## src/rtl/hsid_rst_seq.sv

```systemverilog
`default_nettype none
// ============================================================================
// Module   : hsid_rst_seq
// Brief    : Reset sequencer. Asserts NUM_CH active-low resets together and
//            releases them one by one after a minimum hold time.
//            Optional macro HSID_RST_SEQ_ASYNC_ASSERT_EN gates the outputs
//            with the raw external request for immediate assertion.
// Revision : 1.0 - initial release
// ============================================================================
module hsid_rst_seq #(
    parameter int NUM_CH         = 4,
    parameter int SYNC_STAGES    = 2,
    parameter int HOLD_CYCLES    = 16,
    parameter int STAGGER_CYCLES = 4
) (
    input  logic              clk,
    input  logic              rst,
    input  logic              rst_req_async_n,
    input  logic              sw_rst_req,
    output logic [NUM_CH-1:0] rst_n_out,
    output logic              seq_busy,
    output logic              seq_done,
    output logic [1:0]        rst_cause
);

    localparam int c_HOLD_W = (HOLD_CYCLES > 1) ? $clog2(HOLD_CYCLES) : 1;
    localparam int c_STAG_W = (STAGGER_CYCLES > 1) ? $clog2(STAGGER_CYCLES) : 1;
    localparam int c_CH_W   = (NUM_CH > 1) ? $clog2(NUM_CH) : 1;

    localparam logic [c_HOLD_W-1:0] c_HOLD_LAST = c_HOLD_W'(HOLD_CYCLES - 1);
    localparam logic [c_STAG_W-1:0] c_STAG_LAST = c_STAG_W'(STAGGER_CYCLES - 1);
    localparam logic [c_CH_W-1:0]   c_CH_LAST   = c_CH_W'(NUM_CH - 1);
    localparam logic [c_CH_W-1:0]   c_CH_FIRST  = c_CH_W'(1);

    localparam logic [1:0] c_ST_ASSERT  = 2'd0;
    localparam logic [1:0] c_ST_RELEASE = 2'd1;
    localparam logic [1:0] c_ST_RUN     = 2'd2;

    localparam logic [1:0] c_CAUSE_POR = 2'b00;
    localparam logic [1:0] c_CAUSE_EXT = 2'b01;
    localparam logic [1:0] c_CAUSE_SW  = 2'b10;

    logic [SYNC_STAGES-1:0] r_sync;
    logic [1:0]             r_state;
    logic [c_HOLD_W-1:0]    r_hold_cnt;
    logic [c_STAG_W-1:0]    r_stag_cnt;
    logic [c_CH_W-1:0]      r_ch_idx;
    logic [NUM_CH-1:0]      r_rst_n;
    logic                   r_busy;
    logic                   r_done;
    logic [1:0]             r_cause;

    logic [1:0]             w_state_nxt;
    logic [c_HOLD_W-1:0]    w_hold_nxt;
    logic [c_STAG_W-1:0]    w_stag_nxt;
    logic [c_CH_W-1:0]      w_ch_idx_nxt;
    logic [NUM_CH-1:0]      w_rst_n_nxt;
    logic                   w_busy_nxt;
    logic                   w_done_nxt;
    logic [1:0]             w_cause_nxt;

    logic                   w_req_s;
    logic                   w_new_req;
    logic [NUM_CH-1:0]      w_ch_mask;

    // Flops idle at 1 so a power-on reset never looks like an external request.
    always_ff @(posedge clk) begin
        if (rst) begin
            r_sync <= '1;
        end else begin
            r_sync <= {r_sync[SYNC_STAGES-2:0], rst_req_async_n};
        end
    end

    assign w_req_s   = ~r_sync[SYNC_STAGES-1];
    assign w_new_req = w_req_s | sw_rst_req;

    // One-hot select of the channel due for release, safe for any NUM_CH.
    generate
        for (genvar i = 0; i < NUM_CH; i++) begin : g_ch_mask
            assign w_ch_mask[i] = (r_ch_idx == c_CH_W'(i));
        end
    endgenerate

    always_ff @(posedge clk) begin
        if (rst) begin
            r_state    <= c_ST_ASSERT;
            r_hold_cnt <= '0;
            r_stag_cnt <= '0;
            r_ch_idx   <= c_CH_FIRST;
            r_rst_n    <= '0;
            r_busy     <= 1'b1;
            r_done     <= 1'b0;
            r_cause    <= c_CAUSE_POR;
        end else begin
            r_state    <= w_state_nxt;
            r_hold_cnt <= w_hold_nxt;
            r_stag_cnt <= w_stag_nxt;
            r_ch_idx   <= w_ch_idx_nxt;
            r_rst_n    <= w_rst_n_nxt;
            r_busy     <= w_busy_nxt;
            r_done     <= w_done_nxt;
            r_cause    <= w_cause_nxt;
        end
    end

    always_comb begin
        w_state_nxt  = r_state;
        w_hold_nxt   = r_hold_cnt;
        w_stag_nxt   = r_stag_cnt;
        w_ch_idx_nxt = r_ch_idx;
        w_rst_n_nxt  = r_rst_n;
        w_busy_nxt   = r_busy;
        w_done_nxt   = 1'b0;
        w_cause_nxt  = r_cause;

        if (w_new_req) begin
            // External wins when both requests coincide.
            w_state_nxt = c_ST_ASSERT;
            w_rst_n_nxt = '0;
            w_hold_nxt  = '0;
            w_busy_nxt  = 1'b1;
            w_cause_nxt = w_req_s ? c_CAUSE_EXT : c_CAUSE_SW;
        end else begin
            case (r_state)
                c_ST_ASSERT: begin
                    if (r_hold_cnt != c_HOLD_LAST) begin
                        w_hold_nxt = r_hold_cnt + 1'b1;
                    end else if (NUM_CH == 1) begin
                        w_state_nxt = c_ST_RUN;
                        w_rst_n_nxt = '1;
                        w_busy_nxt  = 1'b0;
                        w_done_nxt  = 1'b1;
                    end else begin
                        w_state_nxt    = c_ST_RELEASE;
                        w_rst_n_nxt[0] = 1'b1;
                        w_ch_idx_nxt   = c_CH_FIRST;
                        w_stag_nxt     = '0;
                    end
                end
                c_ST_RELEASE: begin
                    if (r_stag_cnt != c_STAG_LAST) begin
                        w_stag_nxt = r_stag_cnt + 1'b1;
                    end else begin
                        w_rst_n_nxt = r_rst_n | w_ch_mask;
                        w_stag_nxt  = '0;
                        if (r_ch_idx == c_CH_LAST) begin
                            w_state_nxt = c_ST_RUN;
                            w_busy_nxt  = 1'b0;
                            w_done_nxt  = 1'b1;
                        end else begin
                            w_ch_idx_nxt = r_ch_idx + 1'b1;
                        end
                    end
                end
                c_ST_RUN: begin
                    w_rst_n_nxt = '1;
                    w_busy_nxt  = 1'b0;
                end
                default: begin
                    w_state_nxt = c_ST_ASSERT;
                    w_rst_n_nxt = '0;
                    w_hold_nxt  = '0;
                    w_busy_nxt  = 1'b1;
                end
            endcase
        end
    end

    always_comb begin
`ifdef HSID_RST_SEQ_ASYNC_ASSERT_EN
        // Raw request forces assertion immediately; release stays synchronous.
        rst_n_out = r_rst_n & {NUM_CH{rst_req_async_n}};
`else
        rst_n_out = r_rst_n;
`endif
        seq_busy  = r_busy;
        seq_done  = r_done;
        rst_cause = r_cause;
    end

endmodule
`default_nettype wire

```

## config.mk

```make
export PLATFORM = sky130hd
export DESIGN_NAME = hsid_rst_seq
export DESIGN_NICKNAME = d
export VERILOG_FILES = /design/src/rtl/hsid_rst_seq.sv
export SDC_FILE = /design/constraint.sdc
export NUM_CORES = 1
export LEC_CHECK = 0
export CAP_MARGIN = 10
export CORE_MARGIN = 3
export CORE_UTILIZATION = 44
export CTS_BUF_LIST = sky130_fd_sc_hd__clkbuf_8
export DETAILED_ROUTE_END_ITERATION = 16
export PLACE_DENSITY = 0.66
export SETUP_SLACK_MARGIN = 0.5
export SYNTH_ARGS = -nofsm -noshare
export SYNTH_HDL_FRONTEND = slang
export SYNTH_SLANG_ARGS = --single-unit
```

## constraint.sdc

```tcl
create_clock -name clk -period 1.4 [get_ports clk]
set_input_delay 0.14 -clock clk [delete_from_list [all_inputs] [get_ports clk]]
set_output_delay 0.14 -clock clk [all_outputs]
set_load 0.05 [all_outputs]
```

==> impl_summary.log, run 1 <==
INFO  metric status = complete, but fails checks
INFO  metric violated_checks = negative setup slack
INFO  metric detail_route.vias_per_cell = 5.38
INFO  metric num_rows = 17
INFO  metric final_hold_violation_count = 0
INFO  metric globalRouteOverflowTotal = 0
INFO  metric netlist.top_cell.by_area = sky130_fd_sc_hd__dfxtp_1
INFO  metric tritoncts.num_buffers = 3
INFO  metric dieWidth = 56.2 um
INFO  metric synth.net_count = 145
INFO  metric ys_seq_area_share = 36.2%
INFO  metric async_reset_ff_share = 0%
INFO  metric drv.max_cap_violation_count = 0
INFO  metric netlist_instances = 128
INFO  metric cts_tree = done
INFO  metric irDropWorstVdd = 0.872 mV
INFO  metric die_h = 56.2 um
INFO  metric path_buf_inv = 1
INFO  metric slowest_stage = sky130_fd_sc_hd__dfxtp_4
INFO  metric h-tree-depth = 1
INFO  metric detailedPlacementHpwl = 1810 um
INFO  metric post_synth_most_frequent_cells = 20 x sky130_fd_sc_hd__dfxtp_1, 15 x sky130_fd_sc_hd__nor2_1, 13 x sky130_fd_sc_hd__ha_1
INFO  metric final.period_utilization = 102%
INFO  metric synth_ff_type = sky130_fd_sc_hd__dfxtp_1
INFO  metric placement.setup.worst_slack = -0.0487 ns
INFO  metric area_delta_synth_final = 73.4%
INFO  metric synth_most_common_cell = sky130_fd_sc_hd__dfxtp_1
INFO  metric final-max-slew-violation-count = 0
INFO  metric type_of_the_worst_setup_path = reg -> reg
INFO  metric synth_top_cells_by_area = sky130_fd_sc_hd__dfxtp_1 36%, sky130_fd_sc_hd__ha_1 15%, sky130_fd_sc_hd__nor2_1 5.1%, sky130_fd_sc_hd__o21ai_0 5.0%, sky130_fd_sc_hd__nand2_1 3.7%
INFO  metric clockRootBuffer = sky130_fd_sc_hd__clkbuf_8
INFO  metric routed_wire_length_per_instance = 15.9 um
INFO  metric holdCritPathClass = in -> reg
INFO  metric grt_max_degree = 13
INFO  metric power_density = 646 mW/mm^2
INFO  metric post-synth-top-area-fraction = 36.2%
INFO  metric setup_viol = 1
INFO  metric drc_errors = 0
INFO  metric postSynthAreaPerCell = 8.65 um^2
INFO  metric count_of_distinct_cell_types_in_the_synthesized_netlist = 30
INFO  metric timing.critical_path.to_type = flop
INFO  metric floorplan.initialDensity = 48.2%
INFO  metric rsz0062_at_grt = true
INFO  metric shortest_clock_period_the_worst_path_allows_after_layout = 1.42 ns
INFO  metric critical_path_required = 1.56 ns
INFO  metric dieArea = 0.00315 mm^2
INFO  metric drt-pass1-iter-count = 4
INFO  metric arrival = 1.59 ns
INFO  metric first_iter_violations = 21
INFO  metric drive_above_1_share = 57.7%
INFO  metric critical_path.cell_chain = buf_4 -> ha_4 -> a2111oi_4 -> mux2i_1 -> nor2_1
INFO  metric grt_util_all_layers = 17.9%
INFO  metric detailroute.via_count = 1055
INFO  metric antenna_cells = 0
INFO  metric clock_skew = 0.00698 ns
INFO  metric antenna_found_initial = 0
INFO  metric cts_buffer_depth = 2
INFO  metric numClockSinks = 20
INFO  metric leakage = 0.730 nW
INFO  metric cp_slowest_stage_delay = 0.37 ns
INFO  metric final_critical_path_setup_slack = -0.0249 ns
INFO  metric synth-edff-count = 0
INFO  metric tightest_slew = 0.271 ns
INFO  metric yosys_warn_count = 0
INFO  metric fmaxAchievable = 702 MHz
INFO  metric ys_ff_latch = 20
INFO  metric synth.cell_area = 0.00111 mm^2
INFO  metric io-pin-count = 12
INFO  metric holdBufCountCts = 0
INFO  metric critical-path-top-delay-family = flip-flops
INFO  metric cts.reportedPaths.clkPinSlew = 0.08 ns
INFO  metric vias_in_the_first_global_route = 1001
INFO  metric relSlewSlack = 81.8%
INFO  metric first_pass_grt_wire_length = 4520 um
INFO  metric start_kind = flop
INFO  metric design.core.area = 0.00230 mm^2
INFO  metric final_net_count = 186
INFO  metric worstSkewPairLatency = 0.26 ns
INFO  metric worst-path-max-fanout = 4
INFO  metric final_core_utilization = 83.6%
INFO  metric place_congestion = 0.850
INFO  metric port_buffers = 11
INFO  metric drt.antenna.violating_nets = 0
INFO  metric routed_wirelength = 3110 um
-- what timing repair did --
| item | CTS | global route |
|---|---|---|
| buffers inserted | 4 | 10 |
| gates resized for setup | 36 | 37 |
| pin swaps | 7 | 21 |
| setup endpoints to repair | 24 | 24 |
-- report_power, final --
part | internal, mW | leakage (nW) | switching [mW]
clock network | 0.382 | 0.0357 | 0.196
registers | 0.565 | 0.169 | 0.00732
logic | 0.0454 | 0.526 | 0.0458
-- layout make-up --
class,count,area [um^2]
inverters,7,41.3
fillers,115,377
flip-flops and latches,20,437
clock inverters,1,30.0
well taps,28,35.0
clock buffers,3,41.3
multi-input cells,98,925
repair buffers,39,412
-- registers in the layout, summed over array words and instances (netlist names) --
name        count
r_hold_cnt      4
rst_n_out       4
r_ch_idx        2
r_stag_cnt      2
r_state         2
r_sync          2
rst_cause       2
seq_busy        1
seq_done        1
-- final timing paths --
check	startpoint	endpoint	slack [ns]	cells after the start
hold / removal	rst	rst_cause[0]	0.25	3
hold reg to reg	r_sync[0]	r_sync[1]	0.43	1
setup reg to reg	r_state[1]	r_state[0]	-0.02	5
setup / recovery	r_state[1]	r_state[0]	-0.02	5
-- worst min-delay path: stages --
cell and delay [ns]:
sky130_fd_sc_hd__dlymetal6s2s_1 0.10, sky130_fd_sc_hd__buf_4 0.17, sky130_fd_sc_hd__a21oi_1 0.05
-- kinds of logic after synthesis --
family,share of synthesized area (%)
flops,36.2
compound gates,19.9
fa+ha+maj,14.7
simple gates,23.1
buf+inv,3.50
mux,2.71
-- layout by cell type (no fill, tap or decap), types with 2 or more instances in the layout --
cell type,instances
sky130_fd_sc_hd__a211oi_4,2
sky130_fd_sc_hd__a21oi_1,5
sky130_fd_sc_hd__a21oi_2,2
sky130_fd_sc_hd__buf_12,3
sky130_fd_sc_hd__buf_4,19
sky130_fd_sc_hd__buf_6,9
sky130_fd_sc_hd__buf_8,5
sky130_fd_sc_hd__clkbuf_8,3
sky130_fd_sc_hd__clkdlybuf4s50_1,2
sky130_fd_sc_hd__dfxtp_1,5
sky130_fd_sc_hd__dfxtp_2,8
sky130_fd_sc_hd__dfxtp_4,7
sky130_fd_sc_hd__ha_1,5
sky130_fd_sc_hd__ha_4,8
sky130_fd_sc_hd__inv_1,3
sky130_fd_sc_hd__mux2i_1,3
sky130_fd_sc_hd__nand2_1,10
sky130_fd_sc_hd__nand2b_1,4
sky130_fd_sc_hd__nand3_1,3
sky130_fd_sc_hd__nand3_2,3
sky130_fd_sc_hd__nor2_1,11
sky130_fd_sc_hd__nor2_2,2
sky130_fd_sc_hd__nor2_4,2
sky130_fd_sc_hd__nor2b_4,2
sky130_fd_sc_hd__nor3_4,2
sky130_fd_sc_hd__o21ai_0,3
sky130_fd_sc_hd__o21ai_1,6
sky130_fd_sc_hd__o2bb2ai_1,3
sky130_fd_sc_hd__or2_2,2
-- metrics by stage --
step	hold slack [ns]	TNS (ns)	power [mW]	area, um^2	std cells
detailed placement	0.401	-0.186	0.668	1470	178
finish	0.245	-0.0249	1.24	1920	196
global route	0.282	-0.184	1.28	1920	196
CTS	0.410	0	1.24	1700	186
global placement	0.395	-0.0387	0.667	1470	178
floorplan	0.244	0	0.635	1220	128
-- per-layer routing --
layer  part of all wire [%]  up-vias  track usage, %
li1                       -      523               -
met1                     41      500            19.8
met2                     54       28            33.6
met3                    3.5        4            5.34
met4                    1.3        0            3.39
met5                      0        -               0
Note: power is estimated with default switching activity, not from simulation.
==> run 2: changes to the inputs <==
--- a/config.mk
+++ b/config.mk
@@ -6,11 +6,15 @@
 export NUM_CORES = 1
 export LEC_CHECK = 0
 export CAP_MARGIN = 10
+export CELL_PAD_IN_SITES_DETAIL_PLACEMENT = 1
+export CELL_PAD_IN_SITES_GLOBAL_PLACEMENT = 2
+export CORE_ASPECT_RATIO = 2
 export CORE_MARGIN = 3
-export CORE_UTILIZATION = 44
+export CORE_UTILIZATION = 31
 export CTS_BUF_LIST = sky130_fd_sc_hd__clkbuf_8
 export DETAILED_ROUTE_END_ITERATION = 16
-export PLACE_DENSITY = 0.66
+export HOLD_SLACK_MARGIN = 0.15
+export PLACE_DENSITY = 0.75
 export SETUP_SLACK_MARGIN = 0.5
 export SYNTH_ARGS = -nofsm -noshare
 export SYNTH_HDL_FRONTEND = slang
==> run 2 against run 1 <==
Net effect: the run still ends with negative setup slack left; total power fell by 8.0%; fmax is 4.2% lower; combinational power is 2.5% higher; cell count is 12% higher.
==> impl_summary.log, run 2 (same netlist as run 1, synthesis figures left out) <==
INFO  metric leakage = 0.735 nW
INFO  metric final_cell_mix = 24 x sky130_fd_sc_hd__buf_4, 11 x sky130_fd_sc_hd__nor2_1, 10 x sky130_fd_sc_hd__dfxtp_2, 9 x sky130_fd_sc_hd__nand2_1
INFO  metric h-tree-depth = 1
INFO  metric worst-path-max-fanout = 5
INFO  metric type_of_the_worst_setup_path = reg -> reg
INFO  metric cp_slowest_stage_delay = 0.36 ns
INFO  metric relSlewSlack = 82.1%
INFO  metric total_switching_power = 274 uW
INFO  metric drv.max_cap_violation_count = 0
INFO  metric start_kind = flop
INFO  metric final_critical_path_setup_slack = -0.0875 ns
INFO  metric hold_slack = 0.333 ns
INFO  metric detail_route.vias_per_cell = 4.96
INFO  metric fmaxAchievable = 672 MHz
INFO  metric drive_above_1_share = 58.5%
INFO  metric drt.antenna.violating_nets = 0
INFO  metric tightest_slew = 0.268 ns
INFO  metric power.share.combinational = 8.2%
INFO  metric num_rows = 30
INFO  metric finalSetupTns = -0.161 ns
INFO  metric routed_wire_length_per_instance = 15.9 um
INFO  metric critical_path_required = 1.56 ns
INFO  metric first_pass_grt_wire_length = 5510 um
INFO  metric final_std_cell_area_no_fill = 0.00193 mm^2
INFO  metric clockRootBuffer = sky130_fd_sc_hd__clkbuf_8
INFO  metric routed_wirelength = 3490 um
INFO  metric placement.cell_area = 0.00153 mm^2
INFO  metric mostFrequentLayoutCell = sky130_fd_sc_hd__buf_4
INFO  metric area_delta_synth_final = 73.9%
INFO  metric irDropWorstVdd = 0.634 mV
INFO  metric final-max-slew-violation-count = 0
INFO  metric tritoncts.num_buffers = 3
INFO  metric arrival = 1.65 ns
INFO  metric status = complete, but fails checks
INFO  metric holdCritPathClass = in -> reg
INFO  metric p_clk_share = 41.3%
INFO  metric power.switching_fraction = 24.0%
INFO  metric vias_in_the_first_global_route = 1201
INFO  metric cts.reportedPaths.clkPinSlew = 0.07 ns
INFO  metric finalPower = 1.14 mW
INFO  metric place_congestion = 0.699
INFO  metric cts_buffer_depth = 2
INFO  metric rsz0062_at_grt = true
INFO  metric detailroute.via_count = 1086
INFO  metric intPower = 869 uW
INFO  metric shortest_clock_period_the_worst_path_allows_after_layout = 1.49 ns
INFO  metric critical_path.cell_chain = inv_6 -> ha_4 -> nor2b_4 -> a211oi_2 -> buf_4 -> a221oi_2
INFO  metric critical-path-top-delay-family = compound AO/OA/AOI/OAI gates
INFO  metric clock_skew = 0.0102 ns
INFO  metric setup_viol = 6
INFO  metric io-pin-count = 12
INFO  metric design.core.area = 0.00342 mm^2
INFO  metric final_hold_violation_count = 0
INFO  metric antenna_cells = 0
INFO  metric seq_power_share = 50.5%
INFO  metric holdBufCountCts = 0
INFO  metric first_iter_violations = 2
INFO  metric detailedPlacementHpwl = 2510 um
INFO  metric globalRouteOverflowTotal = 0
INFO  metric dieWidth = 48.3 um
INFO  metric grt_max_degree = 12
INFO  metric path_buf_inv = 2
INFO  metric antenna_found_initial = 0
INFO  metric port_buffers = 11
INFO  metric final_net_count = 189
INFO  metric numClockSinks = 20
INFO  metric cts_tree = done
INFO  metric die_h = 90.5 um
INFO  metric drc_errors = 0
INFO  metric slowest_stage = sky130_fd_sc_hd__dfxtp_4
INFO  metric power_density = 593 mW/mm^2
INFO  metric drt-pass1-iter-count = 2
INFO  metric violated_checks = negative setup slack
INFO  metric timing.critical_path.to_type = flop
INFO  metric dieArea = 0.00437 mm^2
INFO  metric grt_util_all_layers = 17.8%
INFO  metric floorplan.initialDensity = 32.4%
INFO  metric final.period_utilization = 106%
INFO  metric worstSkewPairLatency = 0.28 ns
==> run 2: cell types whose count changed in the layout (fill, tap and decap cells not counted), moves of 2 or more <==
cell and change:
sky130_fd_sc_hd__buf_4 +5, sky130_fd_sc_hd__nand3_1 +3, sky130_fd_sc_hd__nand3_2 -3, sky130_fd_sc_hd__o2bb2ai_1 -3, sky130_fd_sc_hd__o2bb2ai_2 +3, sky130_fd_sc_hd__a21oi_2 -2, sky130_fd_sc_hd__dfxtp_2 +2, sky130_fd_sc_hd__dfxtp_4 -2
sky130_fd_sc_hd__dlygate4sd2_1 +2, sky130_fd_sc_hd__inv_6 +2, sky130_fd_sc_hd__o21ai_2 +2
==> run 2: repair_timing <==
item / in CTS / in global routing
setup endpoints to repair: 24 / 24
gates cloned: 0 / 0
pin swaps: 18 / 11
buffers inserted: 11 / 2
resized for setup: 46 / 23
==> run 2: layout make-up <==
class / instances / area, um^2
multi-input cells: 98 / 917
fillers: 383 / 1490
inverters: 7 / 43.8
well taps: 48 / 60.1
flip-flops and latches: 20 / 432
clock buffers: 4 / 55.1
repair buffers: 42 / 418
==> run 2: metrics by stage <==
step	std cells	utilization, %	setup slack, ns
after global routing	219	56.4	-0.143
final	219	56.4	-0.0875
after CTS	217	53.0	0.00364
after floorplan	128	-	0.0417
after global placement	202	44.7	0.0000380
after detailed placement	202	44.7	-0.0516
==> run 2: per-layer routing <==
metal	up-vias	global-route usage, %	wire, um
li1	530	-	-
met3	13	2.59	76
met5	-	0	0
met2	19	30.8	2060
met4	0	10.8	192
met1	524	17.6	1160
==> run 2: final timing paths <==
check                   from  slack [ns]      endpoint  cells after the start
hold reg to reg    r_sync[0]        0.42     r_sync[1]                      1
setup / recovery  r_state[1]       -0.09    r_state[1]                      6
hold / removal           rst        0.33  rst_cause[0]                      3
setup reg to reg  r_state[1]       -0.09    r_state[1]                      6
==> run 2: power by group through the flow <==
stage               clock network [mW]  registers [mW]  logic [mW]
floorplan                            0           0.607      0.0280
global placement                     0           0.595      0.0752
detailed placement                   0           0.595      0.0770
CTS                              0.477           0.579      0.0901
global route                     0.519           0.578       0.103
finish                           0.472           0.577      0.0935
==> run 2: worst register-to-register path, delay by kind of cell, from the launching register on <==
| family | cells | cell delay, ns |
|---|---|---|
| AO/OA/AOI/OAI | 2 | 0.39 |
| adder cells (fa/ha/maj) | 1 | 0.15 |
| buffers and inverters | 2 | 0.23 |
| flip-flops | 1 | 0.36 |
| AND/OR/NAND/NOR | 1 | 0.26 |
==> run 3: changes to the inputs <==
--- a/config.mk
+++ b/config.mk
@@ -5,7 +5,6 @@
 export SDC_FILE = /design/constraint.sdc
 export NUM_CORES = 1
 export LEC_CHECK = 0
-export CAP_MARGIN = 10
 export CELL_PAD_IN_SITES_DETAIL_PLACEMENT = 1
 export CELL_PAD_IN_SITES_GLOBAL_PLACEMENT = 2
 export CORE_ASPECT_RATIO = 2
@@ -14,7 +13,7 @@
 export CTS_BUF_LIST = sky130_fd_sc_hd__clkbuf_8
 export DETAILED_ROUTE_END_ITERATION = 16
 export HOLD_SLACK_MARGIN = 0.15
-export PLACE_DENSITY = 0.75
+export PLACE_DENSITY = 0.77
 export SETUP_SLACK_MARGIN = 0.5
 export SYNTH_ARGS = -nofsm -noshare
 export SYNTH_HDL_FRONTEND = slang
==> run 3 against run 2 <==
Net effect: the flow now finishes without violations; sequential share of layout area grew 0.49 points; non-clock buffer count fell by 4; global-route usage decreased by 0.33 points; first-iteration DRC count rose to 3.0 times the previous value; cell count decreased by 1.8%; clock-buffer cell count did not move; largest cell class unchanged; largest power group unchanged.
==> impl_summary.log, run 3 (same netlist as run 1, synthesis figures left out) <==
INFO  metric setup.reg_to_reg.worst_slack = 0.006 ns
INFO  metric mostFrequentLayoutCell = sky130_fd_sc_hd__buf_4
INFO  metric dieWidth = 48.3 um
INFO  metric area_delta_synth_final = 71.2%
INFO  metric antenna_found_initial = 0
INFO  metric drive_above_1_share = 58.7%
INFO  metric power_density = 588 mW/mm^2
INFO  metric routed_wire_length_per_instance = 16.2 um
INFO  metric critical_path.cell_chain = inv_6 -> ha_4 -> a2111oi_4 -> mux2i_1 -> nor2_1
INFO  metric cts_tree = done
INFO  metric vias_in_the_first_global_route = 1173
INFO  metric detail_route.vias_per_cell = 4.87
INFO  metric globalRouteOverflowTotal = 0
INFO  metric dieArea = 0.00437 mm^2
INFO  metric detailedPlacementHpwl = 2540 um
INFO  metric finalSetupTns = 0 ns
INFO  metric worst-path-max-fanout = 6
INFO  metric drt-pass1-iter-count = 4
INFO  metric leakage = 0.706 nW
INFO  metric grt_max_degree = 12
INFO  metric grt_util_all_layers = 17.4%
INFO  metric die_h = 90.5 um
INFO  metric first_pass_grt_wire_length = 5400 um
INFO  metric final_core_utilization = 55.5%
INFO  metric final_hold_violation_count = 0
INFO  metric holdCritPathClass = in -> reg
INFO  metric shortest_clock_period_the_worst_path_allows_after_layout = 1.39 ns
INFO  metric rsz0062_at_grt = true
INFO  metric min-delay-start = rst
INFO  metric drt.antenna.violating_nets = 0
INFO  metric timing.critical_path.to_type = flop
INFO  metric cp_slowest_stage_delay = 0.42 ns
INFO  metric antenna_cells = 0
INFO  metric critical_path_required = 1.56 ns
INFO  metric type_of_the_worst_setup_path = reg -> reg
INFO  metric place_congestion = 0.772
INFO  metric final-max-slew-violation-count = 0
INFO  metric final_cell_mix = 21 x sky130_fd_sc_hd__buf_4, 11 x sky130_fd_sc_hd__nor2_1, 9 x sky130_fd_sc_hd__nand2_1, 9 x sky130_fd_sc_hd__dfxtp_2
INFO  metric floorplan.initialDensity = 32.4%
INFO  metric design.core.area = 0.00342 mm^2
INFO  metric numClockSinks = 20
INFO  metric ff2ff_path_depth = 5
INFO  metric clock_skew = 0.00373 ns
INFO  metric worstSkewPairLatency = 0.26 ns
INFO  metric placement.cell_area = 0.00150 mm^2
INFO  metric cts_buffer_depth = 2
INFO  metric startpoint = r_state[0]
INFO  metric cts.reportedPaths.clkPinSlew = 0.08 ns
INFO  metric status = complete, no violations
INFO  metric hold-path-cell-count = 3
INFO  metric irDropWorstVdd = 0.550 mV
INFO  metric port_buffers = 11
INFO  metric fmaxAchievable = 717 MHz
INFO  metric reg2reg_from = r_state[0]
INFO  metric r2r_end = r_state[0]
INFO  metric setup_viol = 0
INFO  metric final.period_utilization = 99.6%
INFO  metric slowest_stage = sky130_fd_sc_hd__dfxtp_4
INFO  metric final_std_cell_area_no_fill = 0.00190 mm^2
INFO  metric clockRootBuffer = sky130_fd_sc_hd__clkbuf_8
INFO  metric hold_path_end = rst_cause[0]
INFO  metric first_iter_violations = 6
INFO  metric relSlewSlack = 76.9%
INFO  metric tritoncts.num_buffers = 3
INFO  metric io-pin-count = 12
INFO  metric detailroute.via_count = 1047
INFO  metric final_net_count = 185
INFO  metric tightest_slew = 0.346 ns
INFO  metric routed_wirelength = 3480 um
INFO  metric h-tree-depth = 1
INFO  metric hold_slack = 0.369 ns
INFO  metric arrival = 1.55 ns
INFO  metric start_kind = flop
INFO  metric num_rows = 30
INFO  metric drv.max_cap_violation_count = 0
INFO  metric drc_errors = 0
run 3: how the worst max path moves through the flow:
stage | endpoint | slack (ns) | depth (start not counted)
after detailed placement | rst_n_out[2] | -0.09 | 5
after global routing | r_state[0] | -0.08 | 5
after floorplan | r_state[0] | 0.04 | 5
after CTS | r_state[0] | -0.0005 | 5
final | r_state[0] | 0.006 | 5
after global placement | rst_n_out[1] | -0.02 | 5
run 3: where the power goes:
| group | internal (mW) | switching, mW | leakage (nW) |
|---|---|---|---|
| Clock | 0.250 | 0.197 | 0.0288 |
| Sequential | 0.567 | 0.00786 | 0.168 |
| Combinational | 0.0454 | 0.0476 | 0.509 |
| Total | 0.863 | 0.252 | 0.706 |
run 3: cell type report:
type / instances / area, um^2
Fill cell: 378 / 1520
Multi-Input combinational cell: 98 / 922
Sequential cell: 20 / 434
Timing Repair Buffer: 38 / 385
Tap cell: 48 / 60.1
Clock buffer: 4 / 55.1
Inverter: 7 / 38.8
run 3: worst max-delay path, delay by kind of cell, from the launching register on:
kind,cells,cell delay (ns)
AOI/OAI and AO/OA,1,0.35
muxes,1,0.23
buffers and inverters,1,0.06
adders and majority gates,1,0.19
DFF,1,0.42
and+or+nand+nor,1,0.05
run 3: per-layer routing:
layer	GRT usage [%]	share of wire [%]
met1	16.2	35
met5	0	0
met2	33.2	62
met4	6.52	1.2
met3	2.59	1.7
run 3: stage by stage:
step	std cells	setup WS [ns]	power, mW
final	215	0.00590	1.12
after global routing	215	-0.0802	1.17
after CTS	212	-0.000490	1.13
after detailed placement	199	-0.0909	0.669
after global placement	199	-0.0165	0.667
after floorplan	128	0.0417	0.635
run 3: timing repair:
item,4_1_cts,5_1_grt
hold buffers,0,0
buffers inserted,9,3
pin swaps,20,11
setup endpoints to repair,24,24
gates resized for setup,44,26
